`config.mk`:
```
export PLATFORM = sky130hd
export DESIGN_NAME = dmem_arbiter
export DESIGN_NICKNAME = d
export VERILOG_FILES = /design/src/rtl/dmem_arb_pkg.sv /design/src/rtl/dmem_arbiter_rr_arb2.sv /design/src/rtl/dmem_arbiter.sv
export SDC_FILE = /design/constraint.sdc
export NUM_CORES = 1
export LEC_CHECK = 0
export ABC_CLOCK_PERIOD_IN_PS = 4000
export BUFFER_PORTS_ARGS = -buffer_cell sky130_fd_sc_hd__buf_2
export CAP_MARGIN = 15
export CORE_MARGIN = 3
export CORE_UTILIZATION = 30
export CTS_BUF_LIST = sky130_fd_sc_hd__clkbuf_2
export DETAILED_ROUTE_END_ITERATION = 8
export PLACE_DENSITY_LB_ADDON = 0.08
export SYNTH_ARGS = -nofsm -noshare
export SYNTH_HDL_FRONTEND = slang
export SYNTH_HIERARCHICAL = 1
export SYNTH_SLANG_ARGS = --single-unit
```
`constraint.sdc`:
```
create_clock -name clk -period 4 [get_ports clk]
set_input_delay 0.8 -clock clk [delete_from_list [all_inputs] [get_ports clk]]
set_output_delay 0.8 -clock clk [all_outputs]
set_load 0.01 [all_outputs]
```
`src/rtl/dmem_arb_pkg.sv`:
```
// Shared types for the data-memory arbiter: FSM states, holding register, default depth.
// Pure declarations; no timing or backpressure of its own.
package dmem_arb_pkg;

   localparam int DMEM_WORDS_DEF = 1024;

   typedef enum logic {
      IDLE   = 1'b0,
      ACCESS = 1'b1
   } state_t;

   // addr holds the word index, already shifted down from the byte address
   typedef struct packed {
      logic        port;
      logic        we;
      logic [31:0] addr;
      logic [31:0] wdata;
      logic        err;
   } hold_t;

   function automatic logic addr_illegal(input logic [31:0] byte_addr, input int words);
      logic [31:0] w_limit;
      w_limit = 32'(4 * words);
      return (byte_addr[1:0] != 2'b00) || (byte_addr >= w_limit);
   endfunction

endpackage

```
`src/rtl/dmem_arbiter_rr_arb2.sv`:
```
// Two-way combinational grant; DMEM_ARB_RR_EN selects round-robin, otherwise port 0 has fixed priority.
// Zero latency; grant is only ever given to a port whose valid is high.
module rr_arb2 (
   input  logic i_vld0,
   input  logic i_vld1,
   input  logic i_last_grant,
   output logic o_gnt0,
   output logic o_gnt1
);

   logic w_pick1;

`ifdef DMEM_ARB_RR_EN
   // on contention the port that did not win last time goes next
   assign w_pick1 = i_vld1 && (!i_vld0 || !i_last_grant);
`else
   logic w_unused_last_grant;
   assign w_unused_last_grant = i_last_grant;
   assign w_pick1 = i_vld1 && !i_vld0;
`endif

   assign o_gnt1 = w_pick1;
   assign o_gnt0 = i_vld0 && !w_pick1;

endmodule

```
`src/rtl/dmem_arbiter.sv`:
```
// Two-port sequencer for the shared data memory; DMEM_ARB_RR_EN enables round-robin arbitration.
// Handshake at edge N, memory access in cycle N+1, response pulse in N+2; one request per 2 cycles.
module dmem_arbiter
   import dmem_arb_pkg::*;
#(
   parameter int DMEM_WORDS = DMEM_WORDS_DEF
) (
   input  logic        clk,
   input  logic        reset,
   input  logic        p0_req_valid,
   output logic        p0_req_ready,
   input  logic        p0_req_we,
   input  logic [31:0] p0_req_addr,
   input  logic [31:0] p0_req_wdata,
   output logic        p0_rsp_valid,
   output logic [31:0] p0_rsp_rdata,
   output logic        p0_rsp_err,
   input  logic        p1_req_valid,
   output logic        p1_req_ready,
   input  logic        p1_req_we,
   input  logic [31:0] p1_req_addr,
   input  logic [31:0] p1_req_wdata,
   output logic        p1_rsp_valid,
   output logic [31:0] p1_rsp_rdata,
   output logic        p1_rsp_err,
   output logic        mem_wr_en,
   output logic        mem_rd_en,
   output logic [31:0] mem_addr,
   output logic [31:0] mem_wdata,
   input  logic [31:0] mem_rdata
);

   state_t      r_state;
   state_t      w_state_nxt;
   hold_t       r_hold;
   hold_t       w_hold_nxt;
   logic        r_last_grant;
   logic        w_gnt0;
   logic        w_gnt1;
   logic        w_hs;
   logic [31:0] w_sel_addr;
   logic [31:0] w_rsp_rdata;

   logic        r_p0_rsp_vld;
   logic        r_p0_rsp_err;
   logic [31:0] r_p0_rsp_rdata;
   logic        r_p1_rsp_vld;
   logic        r_p1_rsp_err;
   logic [31:0] r_p1_rsp_rdata;

   rr_arb2 u_rr_arb2 (
      .i_vld0       (p0_req_valid),
      .i_vld1       (p1_req_valid),
      .i_last_grant (r_last_grant),
      .o_gnt0       (w_gnt0),
      .o_gnt1       (w_gnt1)
   );

   assign w_hs = p0_req_ready | p1_req_ready;

   always_comb begin
      w_sel_addr       = w_gnt1 ? p1_req_addr : p0_req_addr;
      w_hold_nxt       = '0;
      w_hold_nxt.port  = w_gnt1;
      w_hold_nxt.we    = w_gnt1 ? p1_req_we : p0_req_we;
      w_hold_nxt.addr  = {2'b00, w_sel_addr[31:2]};
      w_hold_nxt.wdata = w_gnt1 ? p1_req_wdata : p0_req_wdata;
      w_hold_nxt.err   = addr_illegal(w_sel_addr, DMEM_WORDS);
   end

   // state register
   always_ff @(posedge clk) begin
      if (!reset) begin
         r_state <= IDLE;
      end else begin
         r_state <= w_state_nxt;
      end
   end

   // next-state logic
   always_comb begin
      w_state_nxt = r_state;
      case (r_state)
         IDLE:    if (w_hs) w_state_nxt = ACCESS;
         ACCESS:  w_state_nxt = IDLE;
         default: w_state_nxt = IDLE;
      endcase
   end

   // outputs; reset low blocks grants and memory strobes in the same cycle
   always_comb begin
      p0_req_ready = 1'b0;
      p1_req_ready = 1'b0;
      mem_wr_en    = 1'b0;
      mem_rd_en    = 1'b0;
      if (reset) begin
         case (r_state)
            IDLE: begin
               p0_req_ready = w_gnt0;
               p1_req_ready = w_gnt1;
            end
            ACCESS: begin
               mem_wr_en = r_hold.we && !r_hold.err;
               mem_rd_en = !r_hold.we && !r_hold.err;
            end
            default: ;
         endcase
      end
   end

   // address/data come straight from the holding register, so they hold between accesses
   assign mem_addr  = r_hold.addr;
   assign mem_wdata = r_hold.wdata;

   always_ff @(posedge clk) begin
      if (!reset) begin
         r_hold       <= '0;
         r_last_grant <= 1'b1;
      end else if (w_hs) begin
         r_hold       <= w_hold_nxt;
         r_last_grant <= w_gnt1;
      end
   end

   assign w_rsp_rdata = (r_hold.we || r_hold.err) ? 32'h0 : mem_rdata;

   always_ff @(posedge clk) begin
      if (!reset) begin
         r_p0_rsp_vld   <= 1'b0;
         r_p0_rsp_err   <= 1'b0;
         r_p0_rsp_rdata <= 32'h0;
         r_p1_rsp_vld   <= 1'b0;
         r_p1_rsp_err   <= 1'b0;
         r_p1_rsp_rdata <= 32'h0;
      end else begin
         r_p0_rsp_vld <= 1'b0;
         r_p1_rsp_vld <= 1'b0;
         if (r_state == ACCESS) begin
            if (r_hold.port) begin
               r_p1_rsp_vld   <= 1'b1;
               r_p1_rsp_err   <= r_hold.err;
               r_p1_rsp_rdata <= w_rsp_rdata;
            end else begin
               r_p0_rsp_vld   <= 1'b1;
               r_p0_rsp_err   <= r_hold.err;
               r_p0_rsp_rdata <= w_rsp_rdata;
            end
         end
      end
   end

   assign p0_rsp_valid = r_p0_rsp_vld;
   assign p0_rsp_err   = r_p0_rsp_err;
   assign p0_rsp_rdata = r_p0_rsp_rdata;
   assign p1_rsp_valid = r_p1_rsp_vld;
   assign p1_rsp_err   = r_p1_rsp_err;
   assign p1_rsp_rdata = r_p1_rsp_rdata;

endmodule

```
==> results of run 1 <==
[area by class of cell]
cell class                      count  area, µm²
Fill cell                        2176      12600
Multi-Input combinational cell    423       2820
Sequential cell                   134       2680
Timing Repair Buffer              309       1600
Tap cell                          270        338
Clock inverter                     15        209
Clock buffer                       17       85.1
Inverter                            2       7.51
Antenna cell                        2       5.00
[registers in the layout, summed over array words and instances, names as in the netlist]
| signal | cells |
|---|---|
| p0_rsp_rdata | 32 |
| p1_rsp_err | 1 |
| p1_rsp_rdata | 32 |
| r_hold | 3 |
| p0_rsp_valid | 1 |
| p0_rsp_err | 1 |
| mem_addr | 30 |
| mem_wdata | 32 |
| r_state | 1 |
| p1_rsp_valid | 1 |
[worst min-delay path: cells and delay by family]
| kind | cells | cell delay, ps |
|---|---|---|
| AO/OA/AOI/OAI | 1 | 50 |
| buffers and inverters | 1 | 100 |
| AND/OR/NAND/NOR | 1 | 50 |
[stage by stage]
| step | setup WS, ps | power [mW] | cells | cell area, µm² |
|---|---|---|---|---|
| after floorplan | 1490 | 1.82 | 683 | 6220 |
| after global placement | 957 | 1.98 | 1138 | 7440 |
| after detailed placement | 949 | 1.98 | 1138 | 7440 |
| after CTS | 990 | 3.00 | 1170 | 7740 |
| after global routing | 872 | 3.09 | 1171 | 7740 |
| final | 987 | 2.93 | 1172 | 7740 |
[worst paths after layout]
check | from | endpoint | slack, ps | cells past startpoint
setup reg to reg | r_hold[66]$_SDFFE_PN0P_ | p1_rsp_rdata[10]$_SDFFE_PN0P_ | 2140 | 4
hold / removal | mem_rdata[2] | p0_rsp_rdata[2]$_SDFFE_PN0P_ | 350 | 3
setup / recovery | p0_req_valid | p1_req_ready | 990 | 5
hold reg to reg | p0_rsp_rdata[26]$_SDFFE_PN0P_ | p0_rsp_rdata[26]$_SDFFE_PN0P_ | 460 | 2
[routing by layer]
layer  wire length (µm)  part of all wire [%]
met3               1430                   7.9
met5                  0                     0
met4                151                  0.84
met1               8380                    46
met2               8080                    45
[power groups by stage]
stage / clock [mW] / sequential (mW) / combinational [mW]
2_1_floorplan: 0 / 1.48 / 0.334
3_3_place_gp: 0 / 1.48 / 0.503
3_5_place_dp: 0 / 1.48 / 0.500
4_1_cts: 1.04 / 1.46 / 0.501
5_1_grt: 1.08 / 1.47 / 0.548
6_report: 0.986 / 1.45 / 0.492
==> results.json, run 1 <==
{
  "status": "complete, no violations",
  "tns_ps": 0,
  "slowest_delay_ps": 850,
  "grt_pass1_wl_mm": 27.4,
  "hpwl_mm": 12.8,
  "maxCapViolCount": 0,
  "die_y_um": 150,
  "cp_max_fo": 32,
  "use_met3_pct": 5.30,
  "p_leak_nw": 4.14,
  "row_count": 52,
  "max-vdd-ir-drop_v": 0.000134,
  "final_cell_mix": "298 x buf_2, 135 x nand2_1, 134 x dfxtp_1, 66 x a21boi_1, 65 x nand3_1",
  "clock_latency_ps": 670,
  "comb_power_share_pct": 16.8,
  "crit_family": "simple AND/OR/NAND/NOR gates",
  "start_util_pct": 30.6,
  "cp.required_ps": 3200,
  "drtPass1Iterations": 4,
  "cts_tree": "done",
  "swShare_pct": 28.4,
  "cp-start-kind": "input pin",
  "yosys_warnings": 6,
  "ctsResizeCount": 0,
  "wl_per_cell_um": 15.4,
  "finalMaxSlewViolations": 0,
  "core-area_um2": 20300,
  "crit_type": "input pin to primary output",
  "nets": 1053,
  "drive_above_1_share_pct": 38.0,
  "post-route-drc-count": 0,
  "cts-root-buf": "clkbuf_2",
  "avgViaCountPerCell": 4.56,
  "period_needed_ps": 3010,
  "numCtsBuffers": 17,
  "ctsHoldBuffers": 0,
  "worst_slew_pin_slew_ps": 1090,
  "min_path_type": "input pin to register",
  "grt_overflow": 0,
  "seq_power_share_pct": 49.6,
  "worst_hold_slack_ps": 348,
  "finalCoreUtilization_pct": 38.1,
  "max_freq_mhz": 332,
  "rsz0062_at_grt": "false",
  "switching_power_mw": 0.832,
  "cts.clk_slew.worst_paths_ps": 220,
  "setup_viol": 0,
  "arrival_ps": 2210,
  "port_buffers": 299,
  "worst-path-buf-inv": 3,
  "syn_to_final_growth_pct": 24.5,
  "p_int_mw": 2.10,
  "grtUsageMet2_pct": 24.3,
  "routed_wl_mm": 18.0,
  "p_per_area_nw_per_um2": 379,
  "grt_use_total_pct": 15.4,
  "place_congestion": 0.769,
  "post_cts_buffers": 0,
  "synthCells": 682,
  "clock_tree.buffer_depth": 2,
  "clockPowerShare_pct": 33.6,
  "dieArea_um2": 22500,
  "cts_sinks": 134,
  "fin_crit_sh_pct": 75.3,
  "crit_path_end_kind": "primary output",
  "grt_busiest_layer": "met2",
  "met1_usage_pct": 20.2,
  "maxSlewHeadroom_pct": 27.0,
  "io_pins": 302,
  "antenna_left": 0,
  "synth_area_um2": 6220,
  "path_common_cell": "buf_2",
  "cp_slowest_cell": "nor2b_4",
  "final_common_cell": "buf_2",
  "first_iter_violations": 164,
  "die_x_um": 150,
  "cts_max_level": 4,
  "avgSynthCellArea_um2": 9.12,
  "first_global_vias": 5134,
  "grt_max_degree": 78,
  "skew_ps": 43.1,
  "antenna_found_initial": 1,
  "path_cells": "buf_2 > nor2b_4 > nand2_1 > inv_1 > buf_2",
  "vias": 5339,
  "finalHoldViolations": 0
}
Note: power is estimated with default switching activity, not from simulation.
==> inputs of run 2 (changes only) <==
ABC_CLOCK_PERIOD_IN_PS = 2900   (was 4000)
clock period = 2.9 ns   (was 4 ns; I/O delays follow)
==> run 2 against run 1 <==
Global-route usage increased by 0.28 points; setup slack got worse by 430 ps; wire length increased by 1.1%; via count down 0.90%; power increased by 39%; critical path type is now register to primary output; highest routed layer unchanged; hold slack worse by 210 ps; register-to-register slack got worse by 1100 ps; cell count increased by 0.17%; critical path depth is 1 lower.
==> results.json, run 2 (synthesized netlist as in run 1, its figures left out) <==
{
  "comb_power_share_pct": 16.8,
  "maxSlewHeadroom_pct": 52.0,
  "clock_latency_ps": 650,
  "drtPass1Iterations": 4,
  "post-route-drc-count": 0,
  "fin_crit_sh_pct": 80.7,
  "grt_use_total_pct": 15.7,
  "final_common_cell": "buf_2",
  "wl_per_cell_um": 15.5,
  "grt_max_degree": 72,
  "finalMaxSlewViolations": 0,
  "max-vdd-ir-drop_v": 0.000278,
  "cp.required_ps": 2320,
  "dp_slack_ps": 526,
  "die_x_um": 150,
  "ctsResizeCount": 0,
  "syn_to_final_growth_pct": 25.0,
  "cts-root-buf": "clkbuf_2",
  "period_needed_ps": 2340,
  "routed_wl_mm": 18.2,
  "numCtsBuffers": 17,
  "post_cts_buffers": 0,
  "antenna_left": 0,
  "place_congestion": 0.813,
  "antenna_found_initial": 1,
  "ctsHoldBuffers": 0,
  "start_util_pct": 30.6,
  "crit_path_end_kind": "primary output",
  "final_cell_mix": "298 x buf_2, 135 x nand2_1, 134 x dfxtp_1, 66 x a21boi_1, 65 x nand3_1",
  "first_global_vias": 5275,
  "grt_overflow": 0,
  "cts_tree": "done",
  "io_pins": 302,
  "nets": 1055,
  "clockPowerShare_pct": 33.8,
  "avgViaCountPerCell": 4.51,
  "die_y_um": 150,
  "setup_slack_ps": 560,
  "dieArea_um2": 22500,
  "drive_above_1_share_pct": 38.5,
  "power_mw": 4.06,
  "rsz0062_at_grt": "false",
  "first_iter_violations": 211,
  "skew_ps": 31.0,
  "grt_pass1_wl_mm": 27.9,
  "seq_power_share_pct": 49.4,
  "maxCapViolCount": 0,
  "cts.clk_slew.worst_paths_ps": 220,
  "p_per_area_nw_per_um2": 523,
  "cts_max_level": 4,
  "worst_slew_pin_slew_ps": 720,
  "hpwl_mm": 12.9,
  "min_path_type": "input pin to register",
  "p_int_mw": 2.92,
  "arrival_ps": 1760,
  "cp_max_fo": 8,
  "core-area_um2": 20300,
  "finalHoldViolations": 0,
  "setup_viol": 0,
  "max_freq_mhz": 427,
  "crit_type": "register to primary output",
  "port_buffers": 299,
  "cts_sinks": 134,
  "cp-start-kind": "register",
  "p_leak_nw": 4.15,
  "swShare_pct": 28.1,
  "vias": 5291,
  "clock_tree.buffer_depth": 2,
  "tns_ps": 0,
  "status": "complete, no violations",
  "switching_power_mw": 1.14,
  "row_count": 52
}
[run 2: changes by cell type in the layout (fill, tap and decap cells not counted), sizes merged]
cell / delta
clkbuf: +3
clkinv: -6
clkinvlp: +2
inv: +1
buf: +2
[run 2: final cells by class]
class	count	area, µm²
diodes	2	5.00
clock buffers	20	100
clock inverters	12	199
fillers	2177	12500
inverters	2	7.51
multi-input cells	423	2820
flip-flops and latches	134	2680
well taps	270	338
repair buffers	311	1630
[run 2: final timing paths]
kind / startpoint / end / slack, ps / cells after the start
max reg2reg: r_state$_SDFF_PP0_ / r_hold[0]$_SDFFE_PN0P_ / 1040 / 5
min reg2reg: p0_rsp_rdata[9]$_SDFFE_PN0P_ / p0_rsp_rdata[9]$_SDFFE_PN0P_ / 460 / 2
min: mem_rdata[20] / p0_rsp_rdata[20]$_SDFFE_PN0P_ / 130 / 3
max: r_state$_SDFF_PP0_ / p1_req_ready / 560 / 4
[run 2: per-layer routing]
| metal | GRT usage (%) | wire, µm | vias to the layer above |
|---|---|---|---|
| met5 | 0 | 0 | - |
| met4 | 5.31 | 269 | 0 |
| met3 | 4.60 | 1520 | 20 |
| met2 | 24.6 | 8270 | 219 |
| met1 | 20.6 | 8180 | 2330 |
| li1 | - | - | 2722 |
[run 2: power groups by stage]
stage	logic, mW	clock network [mW]	registers [mW]
final	0.684	1.37	2.01
after global routing	0.759	1.52	2.02
after CTS	0.697	1.45	2.01
after detailed placement	0.695	0	2.05
after global placement	0.698	0	2.05
after floorplan	0.460	0	2.05
[run 2: per-stage QoR]
stage                     std cells  area (µm²)  hold WS (ps)  utilization (%)
after detailed placement       1140        7470           442             36.8
after global placement         1140        7470           441             36.8
final                          1174        7780           134             38.3
after global routing           1174        7780          32.0             38.3
after CTS                      1172        7770          21.6             38.3
after floorplan                 683        6220           466                -
[run 2: critical path, cell delays in order (launching register included)]
cell and delay (ps):
dfxtp_1 440, nor2b_1 320, nand2_1 130, inv_1 80
buf_2 130
==> inputs of run 3 (changes only) <==
ABC_CLOCK_PERIOD_IN_PS = 2050   (was 2900)
clock period = 2.05 ns   (was 2.9 ns; I/O delays follow)
==> run 3 against run 2 <==
Setup slack got worse by 410 ps; wire length increased by 6.6%; sequential share of layout area decreased by 4.8 points; cell count increased by 11%; register-to-register slack got worse by 470 ps; die area unchanged; cell area increased by 16%; clock skew increased by 6.2 ps; critical path type unchanged.
==> results.json, run 3 (synthesized netlist as in run 1, its figures left out) <==
{
  "status": "complete, no violations",
  "cp-start-kind": "register",
  "clock_latency_ps": 660,
  "grt_pass1_wl_mm": 29.8,
  "max_freq_mhz": 526,
  "period_needed_ps": 1900,
  "crit_type": "register to primary output",
  "cp_max_fo": 3,
  "wl_met1_mm": 8.54,
  "hpwl_mm": 12.8,
  "route.met2.wl_mm": 9.19,
  "tns_ps": 0,
  "r2r-end": "p0_rsp_rdata[30]$_SDFFE_PN0P_",
  "maxCapViolCount": 0,
  "first_iter_violations": 170,
  "nets": 1183,
  "min_path_type": "input pin to register",
  "port_buffers": 299,
  "cts.clk_slew.worst_paths_ps": 210,
  "crit_path_end_kind": "primary output",
  "max-vdd-ir-drop_v": 0.000346,
  "design_area_um2": 9050,
  "p_leak_nw": 4.68,
  "grt_overflow": 0,
  "reg2reg_slack_ps": 570,
  "multi_input_area_um2": 2830,
  "fin_crit_sh_pct": 92.7,
  "setup_viol": 0,
  "final_cell_mix": "296 x buf_2, 134 x nand2_1, 131 x dfxtp_1, 122 x dlygate4sd3_1, 66 x a21boi_1",
  "arrival_ps": 1490,
  "vias": 5968,
  "dieArea_um2": 22500,
  "finalHoldViolations": 0,
  "die_y_um": 150,
  "p_per_area_nw_per_um2": 646,
  "power_mw": 5.85,
  "cts_sinks": 134,
  "dp.cells": 1143,
  "core-area_um2": 20300,
  "avgViaCountPerCell": 4.59,
  "grt_use_total_pct": 16.6,
  "syn_to_final_growth_pct": 45.5,
  "startpoint": "r_state$_SDFF_PP0_",
  "r2r_cells": 6,
  "row_count": 52,
  "final_common_cell": "buf_2",
  "drive_above_1_share_pct": 34.6,
  "seqCellArea_um2": 2690,
  "skew_ps": 37.2,
  "numCtsBuffers": 17,
  "top_layer": "met4",
  "cts_max_level": 4,
  "cts_tree": "done",
  "wl_per_cell_um": 14.9,
  "crit_end": "mem_rd_en",
  "cts-root-buf": "clkbuf_2",
  "die_x_um": 150,
  "first_global_vias": 5856,
  "antenna_left": 0,
  "rsz0062_at_grt": "true",
  "clock_tree.buffer_depth": 2,
  "maxSlewHeadroom_pct": 42.3,
  "fin_cells": 1300,
  "grt_max_degree": 86,
  "routed_wl_mm": 19.4,
  "fillers": 2071,
  "reg2reg_from": "r_state$_SDFF_PP0_",
  "wl_met3_mm": 1.41,
  "cp.required_ps": 1640,
  "start_util_pct": 30.6,
  "antenna_found_initial": 1,
  "worst_slew_pin_slew_ps": 866,
  "post-route-drc-count": 0,
  "placed_area_um2": 7510,
  "io_pins": 302,
  "finalMaxSlewViolations": 0,
  "drtPass1Iterations": 4,
  "place_congestion": 0.784
}
-- run 3: cell types whose count changed in the layout (fill, tap and decap cells not counted), sizes merged --
| cell | delta |
|---|---|
| diode | -1 |
| bufinv | -1 |
| clkinv | +3 |
| buf | +6 |
| dlygate4sd3 | +122 |
| clkbuf | -3 |
-- run 3: power breakdown --
group	total [mW]	internal (mW)	switching (mW)
sequential	2.83	2.76	0.0772
combinational	1.20	0.630	0.575
clock	1.81	0.784	1.02
-- run 3: area by class of cell --
type / count / area share (%)
clock buffers: 17 / 0.940
well taps: 270 / 3.73
flip-flops and latches: 134 / 29.7
inverters: 2 / 0.0829
multi-input cells: 423 / 31.3
repair buffers: 439 / 32.2
clock inverters: 14 / 2.00
diodes: 1 / 0.0276
-- run 3: metal layers --
metal	GRT usage, %	up-vias
li1	-	2982
met1	20.8	2764
met2	27.6	198
met3	4.78	24
met4	5.03	0
met5	0	-
-- run 3: how the worst min path moves through the flow --
stage	start	endpoint	slack, ps	depth (start not counted)
6_report	p1_req_addr[4]	mem_addr[2]$_SDFFE_PN0P_	100	4
5_1_grt	p1_req_addr[19]	mem_addr[17]$_SDFFE_PN0P_	10	4
4_1_cts	p0_req_addr[12]	mem_addr[10]$_SDFFE_PN0P_	0.04	4
3_5_place_dp	p1_rsp_rdata[2]$_SDFFE_PN0P_	p1_rsp_rdata[2]$_SDFFE_PN0P_	440	2
3_3_place_gp	p1_rsp_rdata[15]$_SDFFE_PN0P_	p1_rsp_rdata[15]$_SDFFE_PN0P_	440	2
2_1_floorplan	r_hold[0]$_SDFFE_PN0P_	p0_rsp_err$_SDFFE_PN0P_	470	2
-- run 3: what timing repair did --
| item | CTS | global route |
|---|---|---|
| endpoints found under the setup margin | 4 | 4 |
| gates resized for setup | 6 | 6 |
| buffers inserted | 1 | 2 |
| hold buffers | 120 | 2 |
| pin swaps | 0 | 1 |
| hold endpoints to repair | 112 | 1 |
-- run 3: critical path: stages (launching register included) --
cell and delay (ps):
dfxtp_4 400, buf_4 130, and3_4 170, buf_6 120
-- run 3: metrics by stage --
stage | utilization (%) | hold WS [ps] | setup WS [ps]
finish | 44.6 | 102 | 149
CTS | 44.3 | 0.0429 | 9.21
floorplan | - | 466 | 322
global placement | 37.0 | 442 | 129
detailed placement | 37.0 | 444 | 165
global route | 44.6 | 9.72 | -3.20
